File: config.mk
export PLATFORM = sky130hd
export DESIGN_NAME = mem_arbiter
export DESIGN_NICKNAME = d
export VERILOG_FILES = /design/src/rtl/mem_arb_pkg.sv /design/src/rtl/arb_rr2.sv /design/src/rtl/mem_arbiter.sv
export SDC_FILE = /design/constraint.sdc
export NUM_CORES = 1
export LEC_CHECK = 0
export ABC_AREA = 1
export CAP_MARGIN = 20
export CORE_AREA = 4 4 641 643
export DETAILED_ROUTE_END_ITERATION = 10
export DIE_AREA = 0 0 645 647
export PLACE_DENSITY_LB_ADDON = 0.12
export RECOVER_POWER = 50
export SLEW_MARGIN = 5
export SYNTH_ARGS = -nofsm -noshare
export SYNTH_HDL_FRONTEND = slang
export SYNTH_SLANG_ARGS = --single-unit
File: constraint.sdc
create_clock -name clk_i -period 1.7 [get_ports clk_i]
set_input_delay 0.17 -clock clk_i [delete_from_list [all_inputs] [get_ports clk_i]]
set_output_delay 0.17 -clock clk_i [all_outputs]
set_load 0.02 [all_outputs]
File: src/rtl/mem_arb_pkg.sv
// Shared types and constants for the two-port data-memory arbiter.
package mem_arb_pkg;

  localparam int unsigned ADDR_W_DEF  = 32;
  localparam int unsigned DATA_W_DEF  = 256;
  localparam int unsigned TIMEOUT_DEF = 1023;

  // Requester identities: dcache on port 0, icache on port 1.
  localparam logic PORT_D = 1'b0;
  localparam logic PORT_I = 1'b1;

  typedef enum logic {
    ST_IDLE = 1'b0,
    ST_BUSY = 1'b1
  } state_t;

  // Width of a counter that must hold 0..max_val (at least one bit).
  function automatic int unsigned cnt_width(input int unsigned max_val);
    return (max_val < 2) ? 1 : $clog2(max_val + 1);
  endfunction

endpackage

File: src/rtl/arb_rr2.sv
// Combinational two-way picker: round-robin on ties when rr_en, else port 0.
module arb_rr2
  import mem_arb_pkg::*;
(
  input  logic [1:0] req,
  input  logic       last,
  input  logic       rr_en,
  output logic       gnt_valid,
  output logic       gnt_id
);

  // Single requester always wins; a tie goes to the port not served last.
  always_comb begin
    gnt_valid = |req;
    gnt_id    = PORT_D;
    if (req == 2'b11) begin
      gnt_id = rr_en ? ~last : PORT_D;
    end else if (req[1]) begin
      gnt_id = PORT_I;
    end
  end

endmodule

File: src/rtl/mem_arbiter.sv
// Shares one line-wide data memory between dcache (port 0) and icache (port 1).
module mem_arbiter
  import mem_arb_pkg::*;
#(
  parameter int unsigned ADDR_W      = ADDR_W_DEF,
  parameter int unsigned DATA_W      = DATA_W_DEF,
  parameter bit          RR_EN       = 1'b1,
  parameter int unsigned TIMEOUT_CYC = TIMEOUT_DEF
) (
  input  logic              clk_i,
  input  logic              rst_i,
  input  logic              r0_enable_i,
  input  logic              r0_write_i,
  input  logic [ADDR_W-1:0] r0_addr_i,
  input  logic [DATA_W-1:0] r0_data_i,
  output logic              r0_ack_o,
  output logic [DATA_W-1:0] r0_data_o,
  input  logic              r1_enable_i,
  input  logic              r1_write_i,
  input  logic [ADDR_W-1:0] r1_addr_i,
  input  logic [DATA_W-1:0] r1_data_i,
  output logic              r1_ack_o,
  output logic [DATA_W-1:0] r1_data_o,
  output logic              mem_enable_o,
  output logic              mem_write_o,
  output logic [ADDR_W-1:0] mem_addr_o,
  output logic [DATA_W-1:0] mem_data_o,
  input  logic [DATA_W-1:0] mem_data_i,
  input  logic              mem_ack_i,
  output logic              err_o
);

  localparam int unsigned CNT_W = cnt_width(TIMEOUT_CYC);

  state_t              state_q, state_d;
  logic                owner_q;
  logic                last_q;
  logic                cmd_write_q;
  logic [ADDR_W-1:0]   cmd_addr_q;
  logic [DATA_W-1:0]   cmd_data_q;
  logic [CNT_W-1:0]    cnt_q;
  logic                err_q;

  logic                gnt_valid;
  logic                gnt_id;
  logic                load;
  logic                done;
  logic                abort;
  logic                busy;
  logic                timeout_hit;

  arb_rr2 u_pick (
    .req       ({r1_enable_i, r0_enable_i}),
    .last      (last_q),
    .rr_en     (RR_EN),
    .gnt_valid (gnt_valid),
    .gnt_id    (gnt_id)
  );

  assign busy = (state_q == ST_BUSY);

  // This BUSY cycle is the last one allowed without an ack.
  assign timeout_hit = (TIMEOUT_CYC != 0) && (cnt_q == CNT_W'(TIMEOUT_CYC - 1));

  // State register; reset aborts any transaction immediately.
  always_ff @(posedge clk_i or negedge rst_i) begin
    if (!rst_i) begin
      state_q <= ST_IDLE;
    end else begin
      state_q <= state_d;
    end
  end

  // Next state: grant from IDLE, leave BUSY on ack (ack beats timeout).
  always_comb begin
    state_d = state_q;
    load    = 1'b0;
    done    = 1'b0;
    abort   = 1'b0;
    case (state_q)
      ST_IDLE: begin
        if (gnt_valid) begin
          load    = 1'b1;
          state_d = ST_BUSY;
        end
      end
      ST_BUSY: begin
        if (mem_ack_i) begin
          done    = 1'b1;
          state_d = ST_IDLE;
        end else if (timeout_hit) begin
          abort   = 1'b1;
          state_d = ST_IDLE;
        end
      end
      default: state_d = ST_IDLE;
    endcase
  end

  // Winner's command is frozen for the whole transaction.
  always_ff @(posedge clk_i or negedge rst_i) begin
    if (!rst_i) begin
      owner_q     <= PORT_D;
      cmd_write_q <= 1'b0;
      cmd_addr_q  <= '0;
      cmd_data_q  <= '0;
    end else if (load) begin
      owner_q     <= gnt_id;
      cmd_write_q <= (gnt_id == PORT_I) ? r1_write_i : r0_write_i;
      cmd_addr_q  <= (gnt_id == PORT_I) ? r1_addr_i  : r0_addr_i;
      cmd_data_q  <= (gnt_id == PORT_I) ? r1_data_i  : r0_data_i;
    end
  end

  // Watchdog counter: BUSY cycles without ack, saturating.
  always_ff @(posedge clk_i or negedge rst_i) begin
    if (!rst_i) begin
      cnt_q <= '0;
    end else if (load) begin
      cnt_q <= '0;
    end else if (busy && !mem_ack_i && (cnt_q != CNT_W'(TIMEOUT_CYC))) begin
      cnt_q <= cnt_q + CNT_W'(1);
    end
  end

  // Round-robin history and sticky timeout flag.
  always_ff @(posedge clk_i or negedge rst_i) begin
    if (!rst_i) begin
      last_q <= PORT_I;
      err_q  <= 1'b0;
    end else begin
      if (done || abort) begin
        last_q <= owner_q;
      end
      if (abort) begin
        err_q <= 1'b1;
      end
    end
  end

  assign mem_enable_o = busy;
  assign mem_write_o  = cmd_write_q;
  assign mem_addr_o   = cmd_addr_q;
  assign mem_data_o   = cmd_data_q;
  assign err_o        = err_q;

  // Ack goes only to the owner; read data is broadcast.
  assign r0_ack_o  = busy && mem_ack_i && (owner_q == PORT_D);
  assign r1_ack_o  = busy && mem_ack_i && (owner_q == PORT_I);
  assign r0_data_o = mem_data_i;
  assign r1_data_o = mem_data_i;

endmodule

Yosys cells after proc, flatten, opt, wreduce, memory -nomap -nowiden
Cells that the tools add are included.
{"block": "word_totals", "reg_bits": 303, "inputBits": 839, "out_inout_bits": 805, "elab_cells": 41}
{"block": "op_classes", "addsub": 1, "eq_ne": 3, "muxes": 17, "n_bitwise": 3, "reduce_logical": 9}
{"operator": "$mux W256", "n": 1}
{"operator": "$mux W32", "n": 1}
{"operator": "$mux W10", "n": 2}
{"operator": "$mux W1", "n": 12}
{"operator": "$add A10 B1 Y10 const B", "n": 1}
{"operator": "$eq A10 B10 Y1 const B", "n": 1}
{"operator": "$ne A10 B10 Y1 const B", "n": 1}
{"operator": "$logic_and A1 B1 Y1", "n": 5}
{"operator": "$not A1 Y1", "n": 3}
{"operator": "$eq A2 B2 Y1 const B", "n": 1}
{"operator": "$pmux W1 S2", "n": 1}
{"operator": "$reduce_bool A2 Y1", "n": 1}
{"operator": "$reduce_or A2 Y1", "n": 1}
{"operator": "$logic_not A1 Y1", "n": 1}
{"operator": "$logic_or A1 B1 Y1", "n": 1}

Depth between registers and ports, before layout
{"block": "depth", "word_depth": 5, "depth_mapped": 9, "ltp_nobuf": 9}

Cells and area by module
From an unflattened synthesis, not the netlist that was laid out.
{"block": "unflattened", "cells_unflattened": 2207, "hier_area_um2": 17682.0}
{"mod": "mem_arbiter", "n_inst": 1, "cells_each": 2199, "area_per_inst_um2": 17641.9, "seq_area_each_um2": 7583.5}
{"mod": "arb_rr2", "n_inst": 1, "cells_each": 8, "area_per_inst_um2": 40.0, "seq_area_each_um2": 0.0}

Worst setup path after synthesis
No wires, ideal clock.
{"block": "synth_timing", "kind": "reg2reg", "startpoint": "reg last_q", "endpoint": "reg cmd_data_q[154], in the netlist mem_data_o[154]", "setup_time_ps": 121, "arrival_time_ps": 1197, "required_ps": 1579, "slack_ps": 382, "path_stages_with_launch": 8, "path_buffers": 2, "synth_period_minus_slack_ps": 1318, "path_cell_list": "dfstp_2 nand2_1 nand2_2 inv_2 buf_2 buf_2 o21ai_0 o21ai_1"}
{"block": "synth_between", "elab_chain_cells": 3}
{"element": "start: declaration", "line_no": "mem_arbiter.sv:37", "text": "logic last_q;"}
{"element": "start signal: assignment", "line_no": "mem_arbiter.sv:133", "text": "last_q <= owner_q;"}
{"element": "$not A1 Y1", "line_no": "arb_rr2.sv:17", "text": "gnt_id = rr_en ? ~last : PORT_D;"}
{"element": "$mux W1", "line_no": "arb_rr2.sv:16", "text": "if (req == 2'b11) begin"}
{"element": "$mux W256", "line_no": "mem_arbiter.sv:111", "text": "cmd_data_q <= (gnt_id == PORT_I) ? r1_data_i : r0_data_i;"}
{"element": "end signal: assignment", "line_no": "mem_arbiter.sv:111"}
{"element": "end: declaration", "line_no": "mem_arbiter.sv:40", "text": "logic [DATA_W-1:0] cmd_data_q;"}
Every way passes these cells.
A chain may end at the register's enable or synchronous reset.

Worst setup path in the final report
{"block": "layout_timing", "startpoint": "reg last_q", "endpoint": "reg cmd_data_q[54], in the netlist mem_data_o[54]"}
The elaborated chain is that of the path after synthesis.

==> metrics.yaml <==
outcome:
  run_status: "finished, violations left"
  failed_checks: "negative setup slack"
timing:
  final_min_period_over_clock_period_pct: 102.8
  timing.hold.ws_ps: 94.92
  final-hold-violation-count: 0
  final_setup_violating_endpoints: 54
  max_slew.worst_pin.slew_ps: 1077
  final.setup_skew_ps: 46.32
  rsz0062_at_grt: "true"
  slew_viol_final: 0
  timing.final.ws_setup_ps: -46.87
  maxClockFrequency_mhz: 572.5
  period_minus_slack_ps: 1747
  slew_headroom_pct: 28.18
drt:
  post_detailed_route_wirelength_per_cell_um: 26.97
  ant_nets: 0
  post_drt_via_cell_ratio: 2.242
  drt_iter0_drc: 997
  wirelength_mm: 226.1
  drc_errors: 0
  vias: 18800
  drt-pass1-iter-count: 4
layout:
  layout_cell_share_with_drive_strength_beyond_1_pct: 25.67
  final-instance-count-excl-fill: 8384
  final_cell_mix: "581 x clkdlybuf4s50_1, 345 x o21ai_1, 326 x nand2_1"
  layout-area-overhead-vs-synth_pct: 105.4
  finish.net_count: 3750
  most_frequent_standard_cell_in_the_layout_excluding_fill_and_tap_cells: "clkdlybuf4s50_1"
logic_synthesis:
  synth.cell_area_um2: 17790
  synth_largest_area_cell: "dfrtp_1"
  seq_total_area_yosys_pct: 42.62
  synth.area.top_cells: "dfrtp_1 42%, buf_4 22%, o21ai_0 9.5%"
  postSynthAreaPerCell_um2: 8.096
  ys_ff_latch: 303
  synth_top_cell_area_share_pct: 42.47
  synth.net_count: 3039
  synth.distinct_cells: 25
  synthCells: 2198
  yosysWarningCount: 0
setup_path:
  critPathCaptureType: "register"
  crit_path_top_delay_cell: "dfstp_2"
  worst-r2r-cell-count: 8
  crit_top_cell: "buf_12"
  critPathLaunchType: "register"
  reg2reg_slack_ps: -50
  timing.critical_path.slowest_cell_delay_ps: 560
  cp.arrival_ps: 2390
  critPathMaxFanout: 6
  reg2reg_to: "mem_data_o[54]"
  critPathTopFamily: "buffers and inverters"
  cp.buffers_inverters: 4
  crit_required_ps: 2340
  critPathKind: "register to register"
  rr_startpoint: "last_q"
  crit_chain: "nand2_4 -> nand2_8 -> buf_16 -> buf_12 -> buf_12 -> clkbuf_16 -> nor2_2 -> o21ai_1"
die:
  floorplan.die.height_um: 647
  floorplan.core_area_um2: 405200
  io_pins: 1644
  die_area_um2: 417300
  dieWidth_um: 645
  std_cell_rows: 234
  start_util_pct: 4.391
power_and_ir_drop:
  p_leak_uw: 0.01301
  vdd_ir_drop_max_v: 0.0007789
  ratio_of_total_power_to_cell_area_nw_per_um2: 1293
place:
  gp_congestion: 0.7645
  io_buffer_count: 875
  detailed_place_hpwl_mm: 185.8
  placedCellCount: 8047
  placement.setup.worst_slack_ps: -870.2
clock_tree:
  tritoncts_buffers: 55
  worst_setup_hold_path_clk_slew_ps: 70
  cts-htree-levels: 2
  clkLatencyLatePin_ps: 730
  tritoncts_clock_tree: "built"
  cts_root_buffer: "clkbuf_16"
  cts.path.max_buffers: 3
  cts_sinks: 303
hold_path:
  worst_hold_path.endpoint: "mem_data_o[166]"
  hold_class: "input port to register"
  worst_hold_path.num_cells: 3
  worst_hold_startpoint: "r0_data_i[166]"
global_routing:
  antenna_found_initial: 96
  wire_length_of_the_first_global_routing_pass_mm: 272.2
  grt_max_degree: 58
  grt_overflow: 0
  gr-usage-all-layers_pct: 10.35
  first_global_vias: 19940
job:
  max-cap-violations: 0
final cells by class:
class                   instances  area, um2
flip-flops and latches        303       7589
repair buffers               1295      13830
fillers                     47320     368700
well taps                    5428       6792
multi-input cells            1237       6437
inverters                      17      92.59
clock inverters                11      176.4
clock buffers                  82       1609
diodes                         11      27.53
worst max-delay path by stage:
| stage | startpoint | endpoint | slack, ps | depth (start not counted) |
|---|---|---|---|---|
| 6_report | last_q | mem_data_o[54] | -50 | 8 |
| 5_1_grt | last_q | mem_data_o[96] | -120 | 8 |
| 4_1_cts | mem_enable_o | mem_enable_o | -170 | 2 |
| 3_5_place_dp | r1_enable_i | mem_data_o[100] | -870 | 9 |
| 3_3_place_gp | r1_enable_i | mem_data_o[100] | -870 | 9 |
| 2_1_floorplan | last_q | mem_data_o[154] | 380 | 7 |
state kept, by name, summed over array words and instances (netlist names):
signal	flops
cnt_q	10
err_o	1
last_q	1
mem_addr_o	32
mem_data_o	256
mem_enable_o	1
mem_write_o	1
owner_q	1
through the flow:
stage                     setup TNS (ps)  instance area, um2  total power [uW]  utilization (%)
after detailed placement         -168680               30630             34350            7.560
after floorplan                        0               17790             21880                -
after global routing              -11020               36530             50200            9.016
after global placement           -174290               30630             34500            7.560
final                             -850.9               36550             47240            9.020
after CTS                         -14980               36000             48640            8.884
kinds of logic (layout without fill, tap and decap cells):
| group | after synthesis | in the layout | synth area share, % |
|---|---|---|---|
| buf+inv | 658 | 1405 | 26.47 |
| simple gates | 650 | 650 | 14.02 |
| compound gates | 583 | 583 | 16.65 |
| flops | 303 | 303 | 42.62 |
| fa+ha+maj | 2 | 2 | 0.1406 |
| xor+xnor | 2 | 2 | 0.09846 |
| other cells | 0 | 11 | 0 |
worst min-delay path: cells and delay by family:
kind            cells  cell delay, ps
buf+inv             1             420
compound gates      2             190
Yosys cell counts:
cell and count:
buf_2 83, buf_4 516, buf_6 26, clkbuf_1 13, clkbuf_2 3, clkinv_2 1, dfrtp_1 302, dfstp_2 1
ha_1 2, inv_1 13, inv_2 3, nand2_1 328, nand2_2 3, nand3_1 8, nand4_1 10, nor2_1 298
nor2_2 1, nor2_4 1, o21ai_0 338, o21ai_1 232, o21ai_2 11, o21bai_1 1, o22ai_1 1, or2_2 1
xor2_1 2
layer usage:
metal | up-vias | share of wire (%) | GRT usage [%]
li1 | 8117 | - | -
met1 | 8871 | 34 | 10.07
met2 | 1370 | 47 | 17.02
met3 | 383 | 15 | 7.423
met4 | 60 | 3.6 | 3.464
met5 | - | 0.53 | 1.590
repair_timing:
item,CTS,global route
gates resized for setup,1143,313
hold buffers,177,0
endpoints found under the hold margin,450,0
endpoints found under the setup margin,492,269
setup buffers,37,7
cloned,26,4
pin swaps,39,38
report_power, final:
part | switching (uW) | internal (uW) | leakage (uW) | total [uW]
clock | 4920 | 6920 | 0.000870 | 11800
sequential | 1890 | 10200 | 0.00367 | 12100
combinational | 13800 | 9500 | 0.00846 | 23300
Note: power is estimated with default switching activity, not from simulation.
